## config.mk

```make
export PLATFORM = sky130hd
export DESIGN_NAME = ym3012_rx
export DESIGN_NICKNAME = d
export VERILOG_FILES = /design/src/rtl/ym3012_pkg.sv /design/src/rtl/fp_to_lin.sv /design/src/rtl/ym3012_rx.sv
export SDC_FILE = /design/constraint.sdc
export NUM_CORES = 1
export LEC_CHECK = 0
export CAP_MARGIN = 15
export CORE_UTILIZATION = 48
export CTS_CLUSTER_SIZE = 20
export DETAILED_ROUTE_END_ITERATION = 8
export PLACE_DENSITY_LB_ADDON = 0.05
export SYNTH_ARGS = -nofsm -noshare
export SYNTH_HDL_FRONTEND = slang
export SYNTH_SLANG_ARGS = --single-unit
```

## constraint.sdc

```tcl
create_clock -name CLK -period 2.13 [get_ports CLK]
set_input_delay 0.639 -clock CLK [delete_from_list [all_inputs] [get_ports CLK]]
set_output_delay 0.639 -clock CLK [all_outputs]
set_load 0.01 [all_outputs]
```

## src/rtl/ym3012_pkg.sv

```systemverilog
// ym3012_pkg: shared constants and the float word layout for the YM3012-side
// receiver. The float word is {exp, mant}, taken from SR[15:3] of the serial
// shift register; SR[2:0] carry no information.
package ym3012_pkg;

  localparam int unsigned MANT_W        = 10;
  localparam int unsigned EXP_W         = 3;
  localparam int unsigned WORD_LSB_SKIP = 3;
  localparam int unsigned FLOAT_W       = MANT_W + EXP_W;
  localparam int unsigned SR_W          = WORD_LSB_SKIP + FLOAT_W;
  localparam int unsigned LIN_W         = 16;

  typedef struct packed {
    logic [EXP_W-1:0]  exp;
    logic [MANT_W-1:0] mant;
  } fp_word_t;

endpackage

```

## src/rtl/fp_to_lin.sv

```systemverilog
// fp_to_lin: combinational 13-bit float to 16-bit signed linear converter.
//   word : {exp[2:0], mant[9:0]}, mant is two's complement
//   lin  : 0 when exp == 0, else sign_extend(mant) << (exp - 1)
// Range is -32768..+32704, so no saturation is required.
module fp_to_lin
  import ym3012_pkg::*;
(
  input  fp_word_t          word,
  output logic [LIN_W-1:0]  lin
);

  logic [LIN_W-1:0] mant_ext;

  always_comb begin
    mant_ext = {{(LIN_W-MANT_W){word.mant[MANT_W-1]}}, word.mant};
    lin      = '0;
    if (word.exp != '0) begin
      lin = mant_ext << (word.exp - 1'b1);
    end
  end

endmodule

```

## src/rtl/ym3012_rx.sv

```systemverilog
// ym3012_rx: receiver for the k053260 DAC serial stream, sampled in CLK.
//   CLK        system clock
//   nRES       synchronous active-low reset
//   SY         serial bit clock (CLK/2); a rising SY edge is a bit tick
//   SH1/SH2    left/right word latch, falling edge seen on a bit tick
//   SO         serial data, LSB first
//   L/R        signed linear samples, updated one CLK after a latch tick
//   L_VALID/R_VALID  one-CLK update strobes
//   FRAME_ERR  one-CLK strobe: latch seen with bit count != FRAME_BITS
module ym3012_rx
  import ym3012_pkg::*;
#(
  parameter int unsigned FRAME_BITS = 16,
  parameter int unsigned OUT_W      = 16
) (
  input  logic             CLK,
  input  logic             nRES,
  input  logic             SY,
  input  logic             SH1,
  input  logic             SH2,
  input  logic             SO,
  output logic [OUT_W-1:0] L,
  output logic [OUT_W-1:0] R,
  output logic             L_VALID,
  output logic             R_VALID,
  output logic             FRAME_ERR
);

  localparam logic [4:0] CNT_MAX   = 5'd31;
  localparam logic [4:0] FRAME_CNT = 5'(FRAME_BITS);

  // Only SR[15:3] are ever observed, so SR[2:0] are not stored; the bits
  // simply fall off the end of the register instead.
  logic [SR_W-1:WORD_LSB_SKIP] sr;
  logic                        sy_q;
  logic [4:0]                  bit_cnt;
  logic                        sh1_t;
  logic                        sh2_t;

  logic             tick;
  logic             latch1;
  logic             latch2;
  logic [LIN_W-1:0] lin;

  assign tick   = ~sy_q & SY;
  assign latch1 = tick & sh1_t & ~SH1;
  assign latch2 = tick & sh2_t & ~SH2;

  // Both channels latch from the same shift register, so one converter
  // serves both; it sees SR before the current tick's shift.
  fp_to_lin u_conv (
    .word (fp_word_t'(sr)),
    .lin  (lin)
  );

  always_ff @(posedge CLK) begin
    if (!nRES) begin
      sy_q      <= 1'b1;
      sr        <= '0;
      bit_cnt   <= '0;
      sh1_t     <= 1'b0;
      sh2_t     <= 1'b0;
      L         <= '0;
      R         <= '0;
      L_VALID   <= 1'b0;
      R_VALID   <= 1'b0;
      FRAME_ERR <= 1'b0;
    end else begin
      sy_q      <= SY;
      L_VALID   <= latch1;
      R_VALID   <= latch2;
      FRAME_ERR <= (latch1 | latch2) && (bit_cnt != FRAME_CNT);
      if (latch1) begin
        L <= lin;
      end
      if (latch2) begin
        R <= lin;
      end
      if (tick) begin
        sr    <= {SO, sr[SR_W-1:WORD_LSB_SKIP+1]};
        sh1_t <= SH1;
        sh2_t <= SH2;
        // The latch tick's own bit belongs to the next frame.
        if (latch1 | latch2) begin
          bit_cnt <= 5'd1;
        end else if (bit_cnt != CNT_MAX) begin
          bit_cnt <= bit_cnt + 5'd1;
        end
      end
    end
  end

endmodule

```

Yosys cells after proc, flatten, opt, wreduce, memory -nomap -nowiden
Cells that the tools add are included.
{"block": "op_classes", "addsub": 2, "eq_ne": 2, "n_shift": 1, "mux": 3, "bitwise": 9, "reduce_logical": 4}
{"operator": "$mux W16", "n": 1}
{"operator": "$shl A16 B3 Y16", "n": 1}
{"operator": "$mux W5", "n": 2}
{"operator": "$ne A5 B5 Y1 const B", "n": 2}
{"operator": "$add A5 B1 Y5 const B", "n": 1}
{"operator": "$and A1 B1 Y1", "n": 5}
{"operator": "$not A1 Y1", "n": 3}
{"operator": "$reduce_bool A3 Y1", "n": 1}
{"operator": "$sub A3 B1 Y3 const B", "n": 1}
{"operator": "$reduce_and A2 Y1", "n": 1}
{"operator": "$reduce_bool A2 Y1", "n": 1}
{"operator": "$logic_and A1 B1 Y1", "n": 1}
{"operator": "$or A1 B1 Y1", "n": 1}
{"block": "totals", "ff_bits": 56, "inputBits": 6, "output_inout_bits": 35, "elab_cells": 31}

Longest topological paths before layout
{"block": "logic_depth", "depth_word": 7, "depth_mapped": 8, "ltp_nobuf": 7}

Modules after synthesis
Synthesis repeated with hierarchy kept, for this count alone.
{"block": "unflattened", "cells_unflattened": 313, "area_unflattened_um2": 2702.6}
{"mod": "ym3012_rx", "instances": 1, "cells_each": 258, "area_per_inst_um2": 2204.6, "seq_area_each_um2": 1121.1}
{"mod": "fp_to_lin", "instances": 1, "cells_each": 55, "area_per_inst_um2": 498.0, "seq_area_each_um2": 0.0}

Worst setup path before layout
OpenSTA, ideal clock, no wires.
{"block": "synth_path", "path_type": "flip-flop to flip-flop", "startpoint": "register sr[13] (netlist bit)", "endpoint": "register R[9]", "arrival_ps": 2148, "slack_ps": -135, "path_stages_with_launch": 9, "path_cell_list": "dfxtp_1 > buf_2 > inv_1 > ha_1 > buf_2 > mux2_2 > mux2i_1 > o2bb2ai_1 > a22o_1"}
{"block": "synth_between", "elab_chain_len": 3, "word_cells_on_any_way": 4}
{"item": "from (decl)", "line": "ym3012_rx.sv:34", "rtl": "logic [SR_W-1:WORD_LSB_SKIP] sr;"}
{"item": "from (signal assigned)", "line": "ym3012_rx.sv:80", "rtl": "sr <= {SO, sr[SR_W-1:WORD_LSB_SKIP+1]};"}
{"item": "$sub A3 B1 Y3", "line": "fp_to_lin.sv:18", "rtl": "lin = mant_ext << (word.exp - 1'b1);"}
{"item": "$shl A16 B3 Y16", "line": "fp_to_lin.sv:18"}
{"item": "$mux W16 (*)", "line": "fp_to_lin.sv:17", "rtl": "if (word.exp != '0) begin"}
{"item": "to (signal assigned)", "line": "ym3012_rx.sv:77", "rtl": "R <= lin;"}
{"item": "to (decl)", "line": "ym3012_rx.sv:23", "rtl": "output logic [OUT_W-1:0] R,"}
Every way passes the cells marked *; elsewhere a longest branch is shown, timed or not.
A chain may end at the register's enable or synchronous reset.

Worst setup path after layout
{"block": "layout_path", "startpoint": "input SY", "endpoint": "register L[13]"}
{"block": "layout_between", "elab_chain_len": 3}
{"item": "from (decl)", "line": "ym3012_rx.sv:18", "rtl": "input logic SY,"}
{"item": "$and A1 B1 Y1", "line": "ym3012_rx.sv:45", "rtl": "assign tick = ~sy_q & SY;"}
{"item": "$and A1 B1 Y1 (2 in a row)", "line": "ym3012_rx.sv:46", "rtl": "assign latch1 = tick & sh1_t & ~SH1;"}
{"item": "to (signal assigned)", "line": "ym3012_rx.sv:74", "rtl": "L <= lin;"}
{"item": "to (decl)", "line": "ym3012_rx.sv:22", "rtl": "output logic [OUT_W-1:0] L,"}
Every way passes these cells.

==> out/qor.yml <==
grt:
  grt_util_met2_pct: 35.9
  total_global_routing_overflow: 0
  grt_pass1_wl_um: 9340
  grt-busiest-layer: "met2"
  grt.met1_usage_pct: 31.9
  number_of_antenna_violations_at_the_first_check_in_global_routing: 0
  globalRouteMet3Util_pct: 4.07
  aggregate_global_route_resource_usage_pct: 22.4
  grt_pass1_vias: 1891
  grt_max_degree: 20
sta:
  period_share_pct: 96.1
  final_number_of_hold_violating_endpoints: 0
  hold-worst-slack_ns: 0.466
  finalSetupViolations: 0
  max_freq_mhz: 488
  setup_slack_ns: 0.0826
  worst_clock_skew_ns: 0.0118
  fin_crit_ns: 2.05
  finalMaxSlewViolations: 0
  rsz_0062_raised_after_global_routing: "no"
  slew-limit-headroom_pct: 67.3
  worst_pin_slew_ns: 0.489
critical_path:
  setup.worst_path.end_class: "flip-flop"
  critical_path_source_type: "input port"
  timing.critical_path.fanout_max: 9
  worst-endpoint-required_ns: 2.33
  critical_path.max_stage_delay_ns: 0.56
  slowest_cell_on_the_critical_path: "sky130_fd_sc_hd__clkdlybuf4s50_1"
  worst_path_dominant_cell_family: "simple AND/OR/NAND/NOR gates"
  critical_path.cell_chain: "clkdlybuf4s50_1, or4bb_1, buf_4, nor3_1, nor2_1"
  crit_arrival_ns: 2.25
  reg2reg_slack_ns: 0.09
  critical_path_class: "in -> reg"
  cp_num_buf_inv: 2
cells_and_area:
  mostFrequentLayoutCell: "sky130_fd_sc_hd__dfxtp_1"
  drive_gt1_share_pct: 15.0
  final_layout_net_count: 344
  num_antenna_cells: 0
  synthToLayoutAreaGrowth_pct: 27.1
  mostFrequentLayoutCells: "sky130_fd_sc_hd__dfxtp_1, sky130_fd_sc_hd__nand2_1, sky130_fd_sc_hd__clkdlybuf4s50_1, sky130_fd_sc_hd__a21oi_1, sky130_fd_sc_hd__buf_4"
die:
  floorplan.die_area_mm2: 0.00552
  boundaryPins: 41
  rows: 25
  fp.dieW_um: 74.3
  initial_core_util_pct: 51.4
  coreArea_mm2: 0.00488
  floorplan_die_height_um: 74.3
clock_network:
  post_cts_buffers: 0
  cts-htree-levels: 2
  clock_sinks: 56
  cts.root.buffer_cell: "sky130_fd_sc_hd__clkbuf_8"
  cts_inserted_buffers: 5
  cts_tree: "done"
  clock_latency_ns: 0.31
  clock_transition_at_path_regs_ns: 0.10
  cts_max_path_buffers: 2
power:
  p_seq_share_pct: 60.7
  combPwrFrac_pct: 4.6
  power.switching_fraction_pct: 22.4
  clk_network_pwr_share_pct: 34.7
  power_per_cell_area_mw_per_mm2: 547
  maximum_vdd_drop_uv: 325
  fin_total_pwr_mw: 1.74
  power_report.internal_total_mw: 1.35
  p_leak_nw: 1.16
  power_switching_mw: 0.391
place:
  dp.final_hpwl_um: 4360
  port-buffer-count: 40
  placement.setup.worst_slack_ns: -0.240
  gp_congestion: 0.926
logic_synthesis:
  synth_area_per_cell_um2: 8.87
  ys_seq_area_share_pct: 44.7
  synthesis.instances: 283
  yosys_most_used_dff: "sky130_fd_sc_hd__dfxtp_1"
  ys_ff_latch: 56
  async_reset_ff_share_pct: 0
  post_synth_instance_area_mm2: 0.00251
  synth_edf_count: 0
  synthDistinctLibCells: 42
  synth_nets: 294
  yosysWarnings: 0
route:
  drc: 0
  first_pass_iters: 4
  routed_via_count_divided_by_cell_count: 5.39
  number_of_nets_still_failing_antenna_checks_after_routing: 0
  postRouteWirelength_um: 5810
  vias: 2163
  routed_wire_length_per_instance_um: 14.5
  dr.first_iter.drc_count: 148
flow_run:
  count_of_maximum_capacitance_violations: 0
outcome:
  run_status: "finished clean"
worst_hold_path:
  min-delay-path-class: "reg -> reg"
==> power groups by stage <==
| stage | logic (mW) | registers (mW) | clock network, mW |
|---|---|---|---|
| finish | 0.0800 | 1.06 | 0.605 |
| global route | 0.0884 | 1.06 | 0.663 |
| CTS | 0.0793 | 1.06 | 0.620 |
| detailed placement | 0.0790 | 1.08 | 0 |
| global placement | 0.0789 | 1.08 | 0 |
| floorplan | 0.0428 | 1.08 | 0 |
==> timing repair <==
item,4_1_cts,5_1_grt
gates resized for setup,0,2
hold buffers,0,0
setup endpoints to repair,0,10
==> path summary, 6_finish.rpt <==
path,start,endpoint,depth (start not counted)
worst min-delay path,R[7],R[7],2
worst max register to register,sr[14],R[6],6
worst max-delay path,SY,L[13],5
worst min register to register,R[7],R[7],2
==> cell families (layout without fill, tap and decap cells) <==
| logic type | after synthesis | in the layout | share of synthesized area, % |
|---|---|---|---|
| buf+inv | 25 | 76 | 4.19 |
| fa+ha+maj | 5 | 5 | 2.49 |
| mux | 16 | 16 | 8.72 |
| flops | 56 | 56 | 44.7 |
| simple gates | 102 | 102 | 20.2 |
| compound gates | 79 | 79 | 19.7 |
==> per-layer routing <==
metal / share of wire [%] / vias up / wire (um)
li1: - / 1100 / -
met1: 49 / 1000 / 2820
met2: 46 / 56 / 2660
met3: 4.2 / 7 / 247
met4: 1.5 / 0 / 85
met5: 0 / - / 0
==> sequential cells by signal, summed over array words and instances (netlist names) <==
signal and count:
L 16, R_VALID 1, L_VALID 1, sh2_t 1
sy_q 1, sh1_t 1, bit_cnt 5, FRAME_ERR 1
R 16, sr 13
==> cell type report <==
type                    instances  area, um2
clock buffers                   7       86.3
clock inverters                 1       7.51
fillers                       428       1690
inverters                       7       26.3
multi-input cells             202       1290
flip-flops and latches         56       1120
well taps                      67       83.8
repair buffers                 61        571
==> tightest hold or removal path, cell delays in order (launching register included) <==
cell and delay (ns):
sky130_fd_sc_hd__dfxtp_1 0.32, sky130_fd_sc_hd__nand2_1 0.05, sky130_fd_sc_hd__o21ai_0 0.06
==> stage by stage <==
step | TNS, ns | std cells | cell area, um2 | utilization [%]
floorplan | 0 | 283 | 2520 | -
global placement | -1.91 | 393 | 3090 | 63.3
detailed placement | -2.64 | 393 | 3090 | 63.3
CTS | 0 | 401 | 3180 | 65.2
global route | 0 | 401 | 3190 | 65.4
finish | 0 | 401 | 3190 | 65.4
==> cells in the mapped netlist, types with 2 or more instances <==
cell type | count | area (um2)
sky130_fd_sc_hd__a211oi_1 | 2 | 15.0
sky130_fd_sc_hd__a21boi_0 | 3 | 22.5
sky130_fd_sc_hd__a21oi_1 | 31 | 155
sky130_fd_sc_hd__a22o_1 | 10 | 87.6
sky130_fd_sc_hd__a2bb2oi_1 | 3 | 26.3
sky130_fd_sc_hd__a31oi_1 | 2 | 12.5
sky130_fd_sc_hd__and3_1 | 3 | 18.8
sky130_fd_sc_hd__buf_2 | 3 | 15.0
sky130_fd_sc_hd__clkbuf_1 | 14 | 52.6
sky130_fd_sc_hd__dfxtp_1 | 56 | 1120
sky130_fd_sc_hd__ha_1 | 5 | 62.6
sky130_fd_sc_hd__inv_1 | 7 | 26.3
sky130_fd_sc_hd__mux2_2 | 7 | 78.8
sky130_fd_sc_hd__mux2i_1 | 5 | 50.1
sky130_fd_sc_hd__mux4_2 | 4 | 90.1
sky130_fd_sc_hd__nand2_1 | 46 | 173
sky130_fd_sc_hd__nand2b_1 | 4 | 25.0
sky130_fd_sc_hd__nand3_1 | 7 | 35.0
sky130_fd_sc_hd__nor2_1 | 15 | 56.3
sky130_fd_sc_hd__nor2b_1 | 4 | 25.0
sky130_fd_sc_hd__nor3_1 | 8 | 40.0
sky130_fd_sc_hd__nor4bb_1 | 3 | 30.0
sky130_fd_sc_hd__o21ai_0 | 18 | 90.1
sky130_fd_sc_hd__o2bb2ai_1 | 2 | 17.5
sky130_fd_sc_hd__o31a_2 | 2 | 20.0
sky130_fd_sc_hd__or3_4 | 2 | 22.5
sky130_fd_sc_hd__or4bb_1 | 2 | 22.5
Power figures use the tool's default switching activity.
